File: config.mk
export PLATFORM = sky130hd
export DESIGN_NAME = axil_reg_arbiter_flat
export DESIGN_NICKNAME = d
export VERILOG_FILES = /design/src/rtl/axil_pkg.sv /design/src/rtl/axil_reg_arbiter_if.sv /design/src/rtl/axil_reg_arbiter_rr_arbiter2.sv /design/src/rtl/axil_reg_arbiter.sv /design/src/flat_wrapper.sv
export SDC_FILE = /design/constraint.sdc
export NUM_CORES = 1
export LEC_CHECK = 0
export CORE_ASPECT_RATIO = 0.9
export CORE_MARGIN = 2
export CORE_UTILIZATION = 25
export DETAILED_ROUTE_END_ITERATION = 16
export PLACE_DENSITY = 0.57
export SETUP_SLACK_MARGIN = 0.4
export SLEW_MARGIN = 20
export SYNTH_ARGS = -nofsm -noshare
export SYNTH_HDL_FRONTEND = slang
export SYNTH_SLANG_ARGS = --single-unit
File: constraint.sdc
create_clock -name i_clk -period 3.3 [get_ports i_clk]
set_input_delay 0.33 -clock i_clk [delete_from_list [all_inputs] [get_ports i_clk]]
set_output_delay 0.33 -clock i_clk [all_outputs]
set_load 0.01 [all_outputs]
File: src/rtl/axil_pkg.sv
// Shared AXI4-Lite definitions: arbiter FSM encodings, response and protection codes.
package axil_pkg;

    typedef enum logic [2:0] {
        ST_IDLE  = 3'd0,
        ST_WRITE = 3'd1,
        ST_WRESP = 3'd2,
        ST_RADDR = 3'd3,
        ST_RDATA = 3'd4
    } state_e;

    localparam logic [1:0] AXI_RESP_OKAY    = 2'b00;
    localparam logic [1:0] AXI_RESP_SLVERR  = 2'b10;
    localparam logic [2:0] AXI_PROT_DEFAULT = 3'b000;

    // Anything other than OKAY is reported to the requester as an error.
    function automatic logic resp_is_err(input logic [1:0] resp);
        return resp != AXI_RESP_OKAY;
    endfunction

endpackage

File: src/rtl/axil_reg_arbiter_if.sv
// AXI4-Lite master/slave bundle between the arbiter and the register slave.
interface axil_reg_arbiter_if #(
    parameter int unsigned DW = 32,
    parameter int unsigned AW = 2
);
    logic            awvalid;
    logic            awready;
    logic [AW-1:0]   awaddr;
    logic [2:0]      awprot;

    logic            wvalid;
    logic            wready;
    logic [DW-1:0]   wdata;
    logic [DW/8-1:0] wstrb;

    logic            bvalid;
    logic            bready;
    logic [1:0]      bresp;

    logic            arvalid;
    logic            arready;
    logic [AW-1:0]   araddr;
    logic [2:0]      arprot;

    logic            rvalid;
    logic            rready;
    logic [DW-1:0]   rdata;
    logic [1:0]      rresp;

    modport master (
        output awvalid, awaddr, awprot, wvalid, wdata, wstrb, bready,
               arvalid, araddr, arprot, rready,
        input  awready, wready, bvalid, bresp, arready, rvalid, rdata, rresp
    );

    modport slave (
        input  awvalid, awaddr, awprot, wvalid, wdata, wstrb, bready,
               arvalid, araddr, arprot, rready,
        output awready, wready, bvalid, bresp, arready, rvalid, rdata, rresp
    );

endinterface

File: src/rtl/axil_reg_arbiter_rr_arbiter2.sv
// Two-way round-robin arbiter; on contention the requester that did not win last time is granted.
module rr_arbiter2 (
    input  logic       i_clk,
    input  logic       i_reset,
    input  logic [1:0] req,
    input  logic       advance,
    output logic [1:0] grant
);

    logic last_grant_q;
    logic last_grant_d;

    always_comb begin
        grant        = 2'b00;
        last_grant_d = last_grant_q;
        case (req)
            2'b01:   grant = 2'b01;
            2'b10:   grant = 2'b10;
            2'b11:   grant = last_grant_q ? 2'b01 : 2'b10;
            default: grant = 2'b00;
        endcase
        if (advance && (grant != 2'b00)) begin
            last_grant_d = grant[1];
        end
    end

    // Resetting to 1 hands the first contention to requester 0.
    always_ff @(posedge i_clk or posedge i_reset) begin
        if (i_reset) begin
            last_grant_q <= 1'b1;
        end else begin
            last_grant_q <= last_grant_d;
        end
    end

endmodule

File: src/rtl/axil_reg_arbiter.sv
// Shares one AXI4-Lite master port between two req/ack requesters, one transaction in flight.
module axil_reg_arbiter
    import axil_pkg::*;
#(
    parameter int unsigned C_AXI_DATA_WIDTH = 32,
    parameter int unsigned C_AXI_ADDR_WIDTH = 2
) (
    input  logic                                i_clk,
    input  logic                                i_reset,
    input  logic [1:0]                          i_req_valid,
    input  logic [1:0]                          i_req_we,
    input  logic [2*C_AXI_ADDR_WIDTH-1:0]       i_req_addr,
    input  logic [2*C_AXI_DATA_WIDTH-1:0]       i_req_wdata,
    input  logic [2*(C_AXI_DATA_WIDTH/8)-1:0]   i_req_wstrb,
    output logic [1:0]                          o_req_ack,
    output logic                                o_req_err,
    output logic [C_AXI_DATA_WIDTH-1:0]         o_req_rdata,
    axil_reg_arbiter_if.master                  axi
);

    localparam int unsigned DW = C_AXI_DATA_WIDTH;
    localparam int unsigned AW = C_AXI_ADDR_WIDTH;
    localparam int unsigned SW = DW / 8;

    state_e        state_q, state_d;
    logic          gnt_q, gnt_d;
    logic [AW-1:0] addr_q, addr_d;
    logic [DW-1:0] wdata_q, wdata_d;
    logic [SW-1:0] wstrb_q, wstrb_d;
    logic          awvalid_q, awvalid_d;
    logic          wvalid_q, wvalid_d;
    logic          aw_done_q, aw_done_d;
    logic          w_done_q, w_done_d;
    logic          bready_q, bready_d;
    logic          arvalid_q, arvalid_d;
    logic          rready_q, rready_d;
    logic [1:0]    ack_q, ack_d;
    logic          err_q, err_d;
    logic [DW-1:0] rdata_q, rdata_d;

    logic [1:0]    req_eff_c;
    logic [1:0]    grant_c;
    logic          advance_c;
    logic          aw_hs_c;
    logic          w_hs_c;

    // A held request is invisible during its ack cycle so it cannot be granted twice.
    assign req_eff_c = (ack_q != 2'b00) ? 2'b00 : i_req_valid;
    assign advance_c = (state_q == ST_IDLE) && (req_eff_c != 2'b00);
    assign aw_hs_c   = awvalid_q && axi.awready;
    assign w_hs_c    = wvalid_q && axi.wready;

    rr_arbiter2 u_arb (
        .i_clk   (i_clk),
        .i_reset (i_reset),
        .req     (req_eff_c),
        .advance (advance_c),
        .grant   (grant_c)
    );

    always_comb begin
        state_d   = state_q;
        gnt_d     = gnt_q;
        addr_d    = addr_q;
        wdata_d   = wdata_q;
        wstrb_d   = wstrb_q;
        awvalid_d = awvalid_q;
        wvalid_d  = wvalid_q;
        aw_done_d = aw_done_q;
        w_done_d  = w_done_q;
        bready_d  = bready_q;
        arvalid_d = arvalid_q;
        rready_d  = rready_q;
        ack_d     = 2'b00;
        err_d     = 1'b0;
        rdata_d   = rdata_q;

        case (state_q)
            ST_IDLE: begin
                if (advance_c) begin
                    gnt_d   = grant_c[1];
                    addr_d  = grant_c[1] ? i_req_addr[AW +: AW]  : i_req_addr[0 +: AW];
                    wdata_d = grant_c[1] ? i_req_wdata[DW +: DW] : i_req_wdata[0 +: DW];
                    wstrb_d = grant_c[1] ? i_req_wstrb[SW +: SW] : i_req_wstrb[0 +: SW];
                    if (i_req_we[grant_c[1]]) begin
                        state_d   = ST_WRITE;
                        awvalid_d = 1'b1;
                        wvalid_d  = 1'b1;
                        aw_done_d = 1'b0;
                        w_done_d  = 1'b0;
                    end else begin
                        state_d   = ST_RADDR;
                        arvalid_d = 1'b1;
                    end
                end
            end

            // Address and data channels complete independently, in either order.
            ST_WRITE: begin
                aw_done_d = aw_done_q || aw_hs_c;
                w_done_d  = w_done_q || w_hs_c;
                awvalid_d = awvalid_q && !aw_hs_c;
                wvalid_d  = wvalid_q && !w_hs_c;
                if (aw_done_d && w_done_d) begin
                    state_d   = ST_WRESP;
                    bready_d  = 1'b1;
                    aw_done_d = 1'b0;
                    w_done_d  = 1'b0;
                end
            end

            ST_WRESP: begin
                if (axi.bvalid) begin
                    state_d      = ST_IDLE;
                    bready_d     = 1'b0;
                    ack_d[gnt_q] = 1'b1;
                    err_d        = resp_is_err(axi.bresp);
                end
            end

            ST_RADDR: begin
                if (axi.arready) begin
                    state_d   = ST_RDATA;
                    arvalid_d = 1'b0;
                    rready_d  = 1'b1;
                end
            end

            ST_RDATA: begin
                if (axi.rvalid) begin
                    state_d      = ST_IDLE;
                    rready_d     = 1'b0;
                    rdata_d      = axi.rdata;
                    ack_d[gnt_q] = 1'b1;
                    err_d        = resp_is_err(axi.rresp);
                end
            end

            default: state_d = ST_IDLE;
        endcase
    end

    // Reset clears every valid/ready immediately, abandoning any transaction in flight.
    always_ff @(posedge i_clk or posedge i_reset) begin
        if (i_reset) begin
            state_q   <= ST_IDLE;
            gnt_q     <= 1'b0;
            addr_q    <= '0;
            wdata_q   <= '0;
            wstrb_q   <= '0;
            awvalid_q <= 1'b0;
            wvalid_q  <= 1'b0;
            aw_done_q <= 1'b0;
            w_done_q  <= 1'b0;
            bready_q  <= 1'b0;
            arvalid_q <= 1'b0;
            rready_q  <= 1'b0;
            ack_q     <= 2'b00;
            err_q     <= 1'b0;
            rdata_q   <= '0;
        end else begin
            state_q   <= state_d;
            gnt_q     <= gnt_d;
            addr_q    <= addr_d;
            wdata_q   <= wdata_d;
            wstrb_q   <= wstrb_d;
            awvalid_q <= awvalid_d;
            wvalid_q  <= wvalid_d;
            aw_done_q <= aw_done_d;
            w_done_q  <= w_done_d;
            bready_q  <= bready_d;
            arvalid_q <= arvalid_d;
            rready_q  <= rready_d;
            ack_q     <= ack_d;
            err_q     <= err_d;
            rdata_q   <= rdata_d;
        end
    end

    assign axi.awvalid = awvalid_q;
    assign axi.awaddr  = addr_q;
    assign axi.awprot  = AXI_PROT_DEFAULT;
    assign axi.wvalid  = wvalid_q;
    assign axi.wdata   = wdata_q;
    assign axi.wstrb   = wstrb_q;
    assign axi.bready  = bready_q;
    assign axi.arvalid = arvalid_q;
    assign axi.araddr  = addr_q;
    assign axi.arprot  = AXI_PROT_DEFAULT;
    assign axi.rready  = rready_q;

    assign o_req_ack   = ack_q;
    assign o_req_err   = err_q;
    assign o_req_rdata = rdata_q;

endmodule

File: src/flat_wrapper.sv
// flat-port wrapper written by rule: the top's interface ports become plain ports
module axil_reg_arbiter_flat import axil_pkg::*;
#(
    parameter int unsigned C_AXI_DATA_WIDTH = 32,
    parameter int unsigned C_AXI_ADDR_WIDTH = 2
)
  (i_clk, i_reset, i_req_valid, i_req_we, i_req_addr, i_req_wdata, i_req_wstrb, o_req_ack, o_req_err, o_req_rdata, axi_awvalid, axi_awaddr, axi_awprot, axi_wvalid, axi_wdata, axi_wstrb, axi_bready, axi_arvalid, axi_araddr, axi_arprot, axi_rready, axi_awready, axi_wready, axi_bvalid, axi_bresp, axi_arready, axi_rvalid, axi_rdata, axi_rresp);
  axil_reg_arbiter_if #(.DW((32)), .AW((2))) axi_i ();
  input  logic i_clk;
  input  logic i_reset;
  input  logic [1:0] i_req_valid;
  input  logic [1:0] i_req_we;
  input  logic [2*C_AXI_ADDR_WIDTH-1:0] i_req_addr;
  input  logic [2*C_AXI_DATA_WIDTH-1:0] i_req_wdata;
  input  logic [2*(C_AXI_DATA_WIDTH/8)-1:0] i_req_wstrb;
  output logic [1:0] o_req_ack;
  output logic o_req_err;
  output logic [C_AXI_DATA_WIDTH-1:0] o_req_rdata;
  output wire logic [$bits(axi_i.awvalid)-1:0] axi_awvalid;
  output wire logic [$bits(axi_i.awaddr)-1:0] axi_awaddr;
  output wire logic [$bits(axi_i.awprot)-1:0] axi_awprot;
  output wire logic [$bits(axi_i.wvalid)-1:0] axi_wvalid;
  output wire logic [$bits(axi_i.wdata)-1:0] axi_wdata;
  output wire logic [$bits(axi_i.wstrb)-1:0] axi_wstrb;
  output wire logic [$bits(axi_i.bready)-1:0] axi_bready;
  output wire logic [$bits(axi_i.arvalid)-1:0] axi_arvalid;
  output wire logic [$bits(axi_i.araddr)-1:0] axi_araddr;
  output wire logic [$bits(axi_i.arprot)-1:0] axi_arprot;
  output wire logic [$bits(axi_i.rready)-1:0] axi_rready;
  input wire logic [$bits(axi_i.awready)-1:0] axi_awready;
  input wire logic [$bits(axi_i.wready)-1:0] axi_wready;
  input wire logic [$bits(axi_i.bvalid)-1:0] axi_bvalid;
  input wire logic [$bits(axi_i.bresp)-1:0] axi_bresp;
  input wire logic [$bits(axi_i.arready)-1:0] axi_arready;
  input wire logic [$bits(axi_i.rvalid)-1:0] axi_rvalid;
  input wire logic [$bits(axi_i.rdata)-1:0] axi_rdata;
  input wire logic [$bits(axi_i.rresp)-1:0] axi_rresp;
  assign axi_awvalid = axi_i.awvalid;
  assign axi_awaddr = axi_i.awaddr;
  assign axi_awprot = axi_i.awprot;
  assign axi_wvalid = axi_i.wvalid;
  assign axi_wdata = axi_i.wdata;
  assign axi_wstrb = axi_i.wstrb;
  assign axi_bready = axi_i.bready;
  assign axi_arvalid = axi_i.arvalid;
  assign axi_araddr = axi_i.araddr;
  assign axi_arprot = axi_i.arprot;
  assign axi_rready = axi_i.rready;
  assign axi_i.awready = axi_awready;
  assign axi_i.wready = axi_wready;
  assign axi_i.bvalid = axi_bvalid;
  assign axi_i.bresp = axi_bresp;
  assign axi_i.arready = axi_arready;
  assign axi_i.rvalid = axi_rvalid;
  assign axi_i.rdata = axi_rdata;
  assign axi_i.rresp = axi_rresp;
  axil_reg_arbiter #(.C_AXI_DATA_WIDTH(C_AXI_DATA_WIDTH), .C_AXI_ADDR_WIDTH(C_AXI_ADDR_WIDTH)) u_core (.i_clk(i_clk), .i_reset(i_reset), .i_req_valid(i_req_valid), .i_req_we(i_req_we), .i_req_addr(i_req_addr), .i_req_wdata(i_req_wdata), .i_req_wstrb(i_req_wstrb), .o_req_ack(o_req_ack), .o_req_err(o_req_err), .o_req_rdata(o_req_rdata), .axi(axi_i));
endmodule
==> results of run 1 <==
power groups by stage:
stage	logic (mW)	clock network (mW)	registers, mW
after detailed placement	2.29	0	1.79
after CTS	2.30	1.01	1.79
after floorplan	0.957	0	1.93
after global placement	2.26	0	1.78
final	2.26	0.966	1.78
after global routing	2.48	1.07	1.84
sequential cells by signal, indices dropped and copies added (netlist names), 2 cells and up:
register,flops
u_core.axi.wstrb,4
u_core.state_q,3
u_core.axi.araddr,2
u_core.axi.wdata,32
u_core.o_req_rdata,32
u_core.o_req_ack,2
final cells by class:
type,count,area (sq um)
clock buffer,9,225.2
clock inverter,7,57.56
fill,1446,8955
inverter,3,12.51
multi-input combinational,213,1584
sequential,85,2128
tap,202,252.7
timing repair buffer,206,2064
layer usage:
layer	share of wire [%]	vias to the layer above	global-route usage, %
met5	0	-	0
met4	1.4	0	4.492
met3	9.6	11	5.618
met2	45	140	19.99
met1	44	1407	15.85
li1	-	1499	-
kinds of logic (layout without fill, tap and decap cells):
group	count (synthesis)	after routing
compound gates	65	65
buf+inv	29	225
flops	85	85
mux	72	72
other cells	1	6
simple gates	70	70
layout by cell type (no fill, tap or decap), drive strengths merged:
master,Yosys,final
a21o,2,2
a21oi,4,4
a22o,1,1
a2bb2oi,2,2
and2,1,1
and3,1,1
buf,20,4
clkbuf,6,9
clkdlybuf4s50,0,202
clkinv,0,2
clkinvlp,0,3
conb,1,6
dfrtp,84,84
dfstp,1,1
inv,3,5
mux2,32,32
mux2i,40,40
nand2,53,53
nand2b,3,3
nand3,3,3
nor2,5,5
nor2b,2,2
nor3,2,2
o2111ai,2,2
o211a,1,1
o211ai,1,1
o21ai,48,48
o22a,1,1
o32ai,2,2
o41ai,1,1
final timing paths:
check | from | to | cells past startpoint
max in group asynchronous | i_reset | u_core.u_arb.last_grant_q | 3
worst max register to register | u_core.o_req_ack[1] | u_core.aw_done_q | 5
worst min register to register | u_core.gnt_q | u_core.o_req_ack[0] | 1
worst max-delay path | u_core.o_req_ack[1] | u_core.aw_done_q | 5
worst min-delay path | i_reset | u_core.o_req_rdata[7] | 2
min in group i_clk | u_core.gnt_q | u_core.o_req_ack[0] | 1
==> impl_metrics.ini, run 1 <==
[outcome]
outcome = completed

[flow_run]
maxCapViolations = 0

[worst_setup_path]
sort_of_element_at_the_start_of_the_critical_path = flip-flop
timing.setup.critical_path_class = reg -> reg
timing.critical_path.slowest_cell_delay_ns = 0.57
worst_ep_required_time_ns = 3.50
path_cells = nor2_2, nand3_2, buf_4, mux2i_2, o32ai_1
crit_fanout = 21
cp_num_buf_inv = 1
r2r_setup_slack_ns = 1.12
critPathCaptureType = flip-flop
critPathArrivalTime_ns = 2.38
slowest_stage = sky130_fd_sc_hd__nand3_2
timing.critical_path.max_delay_family = simple AND/OR/NAND/NOR gates

[power]
power_leakage_nw = 2.791
fin_total_pwr_mw = 5.004
total_switching_power_mw = 1.678
share_comb_of_total_power_pct = 45.2
pwr-share-seq_pct = 35.5
power_per_cell_area_nw_per_um2 = 791.1
swShare_pct = 33.54
p_int_mw = 3.326
vdd.ir_drop.worst_mv = 0.2964
power.clock.fraction_pct = 19.3

[clock_tree]
cts_inserted_buffers = 9
path_clk_slew_ns = 0.06
cts_tree = yes
worst_skew_pair.late_latency_ns = 0.34
clock_tree.htree_level_count = 3
ctsResizeCount = 0
root_buffer = sky130_fd_sc_hd__clkbuf_16
clock-sinks = 85
cts_post_setup_buffers_inserted = 0
post_cts_hold_buffer_count = 0
clk_path_buf_depth = 2

[logic_synthesis]
yosys-top-cells-count = sky130_fd_sc_hd__dfrtp_1 (84), sky130_fd_sc_hd__nand2_1 (53), sky130_fd_sc_hd__o21ai_0 (48), sky130_fd_sc_hd__mux2i_1 (39), sky130_fd_sc_hd__mux2_4 (28)
share_of_flip_flops_with_an_asynchronous_set_or_reset_pct = 100.0
synth-seq-area-share_pct = 55.01
ys_dominant_reg_cell = sky130_fd_sc_hd__dfrtp_1
synth.cell_area_sq_um = 3869
synth.distinct_cells = 34
synth_simple_gate_area_share_pct = 7.924
postSynthCellCount = 322
yosys.area.top_type = sky130_fd_sc_hd__dfrtp_1
combinational_family_with_the_most_area_after_synthesis = multiplexers
xor_xnor_cell_area_share_of_the_yosys_netlist_pct = 0
syn_area_per_cell_sq_um = 12.01
synth-edff-count = 0
netlist.area_leader.share_pct = 54.33
synth_most_common_cell = sky130_fd_sc_hd__dfrtp_1
muxShareOfSynthArea_pct = 22.48
fraction_of_the_mapped_netlist_area_in_compound_gates_pct = 9.735
postSynthRegisterBits = 85
adder_cell_area_share_of_the_yosys_netlist_pct = 0
synth_area_leaders = sky130_fd_sc_hd__dfrtp_1 (54%), sky130_fd_sc_hd__mux2_4 (11%), sky130_fd_sc_hd__mux2i_1 (10%)
yosys_warnings = 0

[route]
vias = 3057
number_of_remaining_drc_errors = 0
wl_mm = 10.19
initialDrtViolationCount = 69
postRouteAntennaNets = 0
viasPerCell = 4.217
wl_per_cell_microns = 14.06
drt_pre_antenna_iters = 4

[min_path]
worst_hold_path_type = in -> async

[floorplanning]
die_h_microns = 122.0
placement_rows = 43
fp.coreArea_sq_um = 15280
starting_density_of_the_core_pct = 25.32
ioPinCount = 209
area_enclosed_by_the_die_boundary_sq_um = 16490
die_width_microns = 135.1

[timing]
final_max_slew_viol_count = 0
timing.slew.headroom_pct = 46.88
min_period_over_period_pct = 66.10
max_freq_ghz = 0.4584
final_period_minus_worst_setup_slack_ns = 2.181
final-setup-viol-count = 0
skew_ns = 0.007340
grt_setup_unrepaired = no
fin_setup_tns_ns = 0
worst-slew-pin-transition_ns = 0.7967
postLayoutSetupSlackWorst_ns = 1.119
report.final.hold_viol_count = 0
hold_ws_ns = 0.4281

[place]
port-buffer-count = 202
pre_cts_ws_ns = 0.7877
final_hpwl_from_detailed_placement_mm = 7.506
dpl-instance-area_sq_um = 6042
dp.cells = 709
final_gp_congestion = 0.7580

[grt]
antenna_found_initial = 0
grt_max_degree = 82
global_route_wire_length_before_repair_mm = 16.33
grt.overflow.total = 0
global_route_usage_over_all_layers_pct = 12.82
first_global_vias = 3121

[layout]
fin_area_sq_um = 6325
layout-drive-gt1-share_pct = 11.66
total_nets_final = 641
count_of_antenna_diodes_in_the_layout = 0
final_core_utilization_pct = 41.39
finalNonFillerCells = 725
area_growth_pct = 63.49
Power figures use the tool's default switching activity.
==> run 2: changes to the inputs <==
PLACE_DENSITY = 0.59   (was 0.57)
clock period = 1.9 ns   (was 3.3 ns; I/O delays follow)
==> run 2 against run 1 <==
Net effect: total power is 90% higher; core utilization is 3.4 points higher; sequential cell count stayed put; non-clock buffer count rose by 22; fmax increased by 45%; sequential power is 71% higher; critical path type unchanged; critical endpoint is now u_core.o_req_rdata[30]; largest cell class is now non-clock buffers; highest routed layer unchanged.
==> impl_metrics.ini, run 2 (synthesis results as in run 1) <==
[timing]
report.final.hold_viol_count = 0
final_max_slew_viol_count = 0
max_freq_ghz = 0.6656
fin_setup_tns_ns = 0
min_period_over_period_pct = 79.07
grt_setup_unrepaired = yes
hold_ws_ns = 0.1711
skew_ns = 0.005325
final_period_minus_worst_setup_slack_ns = 1.502
final-setup-viol-count = 0

[grt]
global_route_usage_over_all_layers_pct = 12.60
grt.overflow.total = 0
grt_max_degree = 73
first_global_vias = 3176
antenna_found_initial = 0
global_route_wire_length_before_repair_mm = 16.18

[power]
power_leakage_nw = 3.158
vdd.ir_drop.worst_mv = 0.5692
power_per_cell_area_nw_per_um2 = 1387

[clock_tree]
clock-sinks = 85
cts_inserted_buffers = 9
post_cts_hold_buffer_count = 0
root_buffer = sky130_fd_sc_hd__clkbuf_16
cts_tree = yes
clk_path_buf_depth = 2
clock_tree.htree_level_count = 3
worst_skew_pair.late_latency_ns = 0.34
path_clk_slew_ns = 0.06

[floorplanning]
ioPinCount = 209
fp.coreArea_sq_um = 15280
starting_density_of_the_core_pct = 25.32
die_width_microns = 135.1
placement_rows = 43
area_enclosed_by_the_die_boundary_sq_um = 16490
die_h_microns = 122.0

[layout]
area_growth_pct = 76.94
layout_commonest_cell = sky130_fd_sc_hd__clkdlybuf4s50_1
count_of_antenna_diodes_in_the_layout = 0
total_nets_final = 664
final_core_utilization_pct = 44.80
layout-drive-gt1-share_pct = 17.40
most-common-layout-cells = sky130_fd_sc_hd__clkdlybuf4s50_1 (190), sky130_fd_sc_hd__dfrtp_1 (82), sky130_fd_sc_hd__nand2_1 (52), sky130_fd_sc_hd__mux2i_1 (38), sky130_fd_sc_hd__o21ai_0 (31)

[worst_setup_path]
critPathArrivalTime_ns = 1.72
worst_ep_required_time_ns = 2.12
worst_r2r_startpoint = u_core.state_q[1]
r2r.worst_path.cells = 4
timing.setup.critical_path_class = reg -> reg
critPathCaptureType = flip-flop
sort_of_element_at_the_start_of_the_critical_path = flip-flop
r2r-end = u_core.o_req_rdata[30]
r2r_setup_slack_ns = 0.40
crit_fanout = 17

[route]
initialDrtViolationCount = 87
postRouteAntennaNets = 0
drt_pre_antenna_iters = 4
viasPerCell = 4.299
wl_per_cell_microns = 16.24
vias = 3216
wl_mm = 12.15
number_of_remaining_drc_errors = 0

[min_path]
worst_hold_path_type = in -> async

[place]
port-buffer-count = 202
final_gp_congestion = 0.7937
final_hpwl_from_detailed_placement_mm = 7.430

[outcome]
outcome = completed

[flow_run]
maxCapViolations = 0
==> run 2: worst max path at each step <==
| stage | from | end | slack [ns] |
|---|---|---|---|
| final | u_core.state_q[1] | u_core.o_req_rdata[30] | 0.40 |
| after global routing | u_core.state_q[1] | u_core.o_req_rdata[17] | 0.34 |
| after CTS | u_core.state_q[1] | u_core.o_req_rdata[12] | 0.37 |
| after detailed placement | i_req_valid[1] | u_core.axi.wstrb[1] | 0.20 |
| after global placement | axi_rvalid | u_core.o_req_rdata[31] | 0.24 |
| after floorplan | u_core.state_q[0] | u_core.o_req_rdata[0] | 0.41 |
==> run 2: layout make-up <==
class | count | area (sq um)
fillers | 1391 | 8434
repair buffers | 228 | 2457
flip-flops and latches | 85 | 2131
multi-input cells | 214 | 1688
well taps | 202 | 252.7
clock buffers | 10 | 239.0
clock inverters | 6 | 62.56
inverters | 3 | 15.01
==> run 2: per-layer routing <==
layer,part of all wire (%),up-vias,track usage [%]
li1,-,1551,-
met1,42,1507,14.67
met2,48,148,20.53
met3,9.1,10,5.784
met4,1.2,0,4.492
met5,0,-,0
==> run 2: critical path, cell delays in order (launching register included) <==
cell	delay [ns]
sky130_fd_sc_hd__dfrtp_2	0.45
sky130_fd_sc_hd__nor2_2	0.14
sky130_fd_sc_hd__and3_4	0.28
sky130_fd_sc_hd__buf_16	0.20
sky130_fd_sc_hd__mux2_4	0.31
==> run 2: where the power goes <==
part / switching, mW / internal, mW / leakage [nW]
Clock: 0.727 / 1.05 / 0.140
Sequential: 0.457 / 2.60 / 1.07
Combinational: 1.98 / 2.69 / 1.95
Total: 3.16 / 6.33 / 3.16
==> run 2: through the flow <==
| step | std cells | cell area, sq um | total power, mW | worst slack (ns) |
|---|---|---|---|---|
| 6_report | 748 | 6845 | 9.494 | 0.3976 |
| 5_1_grt | 748 | 6845 | 10.13 | 0.3403 |
| 4_1_cts | 732 | 6484 | 9.069 | 0.3662 |
| 3_5_place_dp | 713 | 6125 | 7.177 | 0.2029 |
| 3_3_place_gp | 713 | 6125 | 7.094 | 0.2373 |
| 2_1_floorplan | 327 | 3891 | 5.016 | 0.4096 |
==> run 2: timing repair <==
| action | CTS | global route |
|---|---|---|
| buffers inserted | 2 | 6 |
| endpoints found under the setup margin | 77 | 87 |
| gates resized for setup | 6 | 45 |
| endpoints found under the hold margin | 0 | 0 |
| pin swaps | 0 | 3 |
| gates cloned | 1 | 10 |
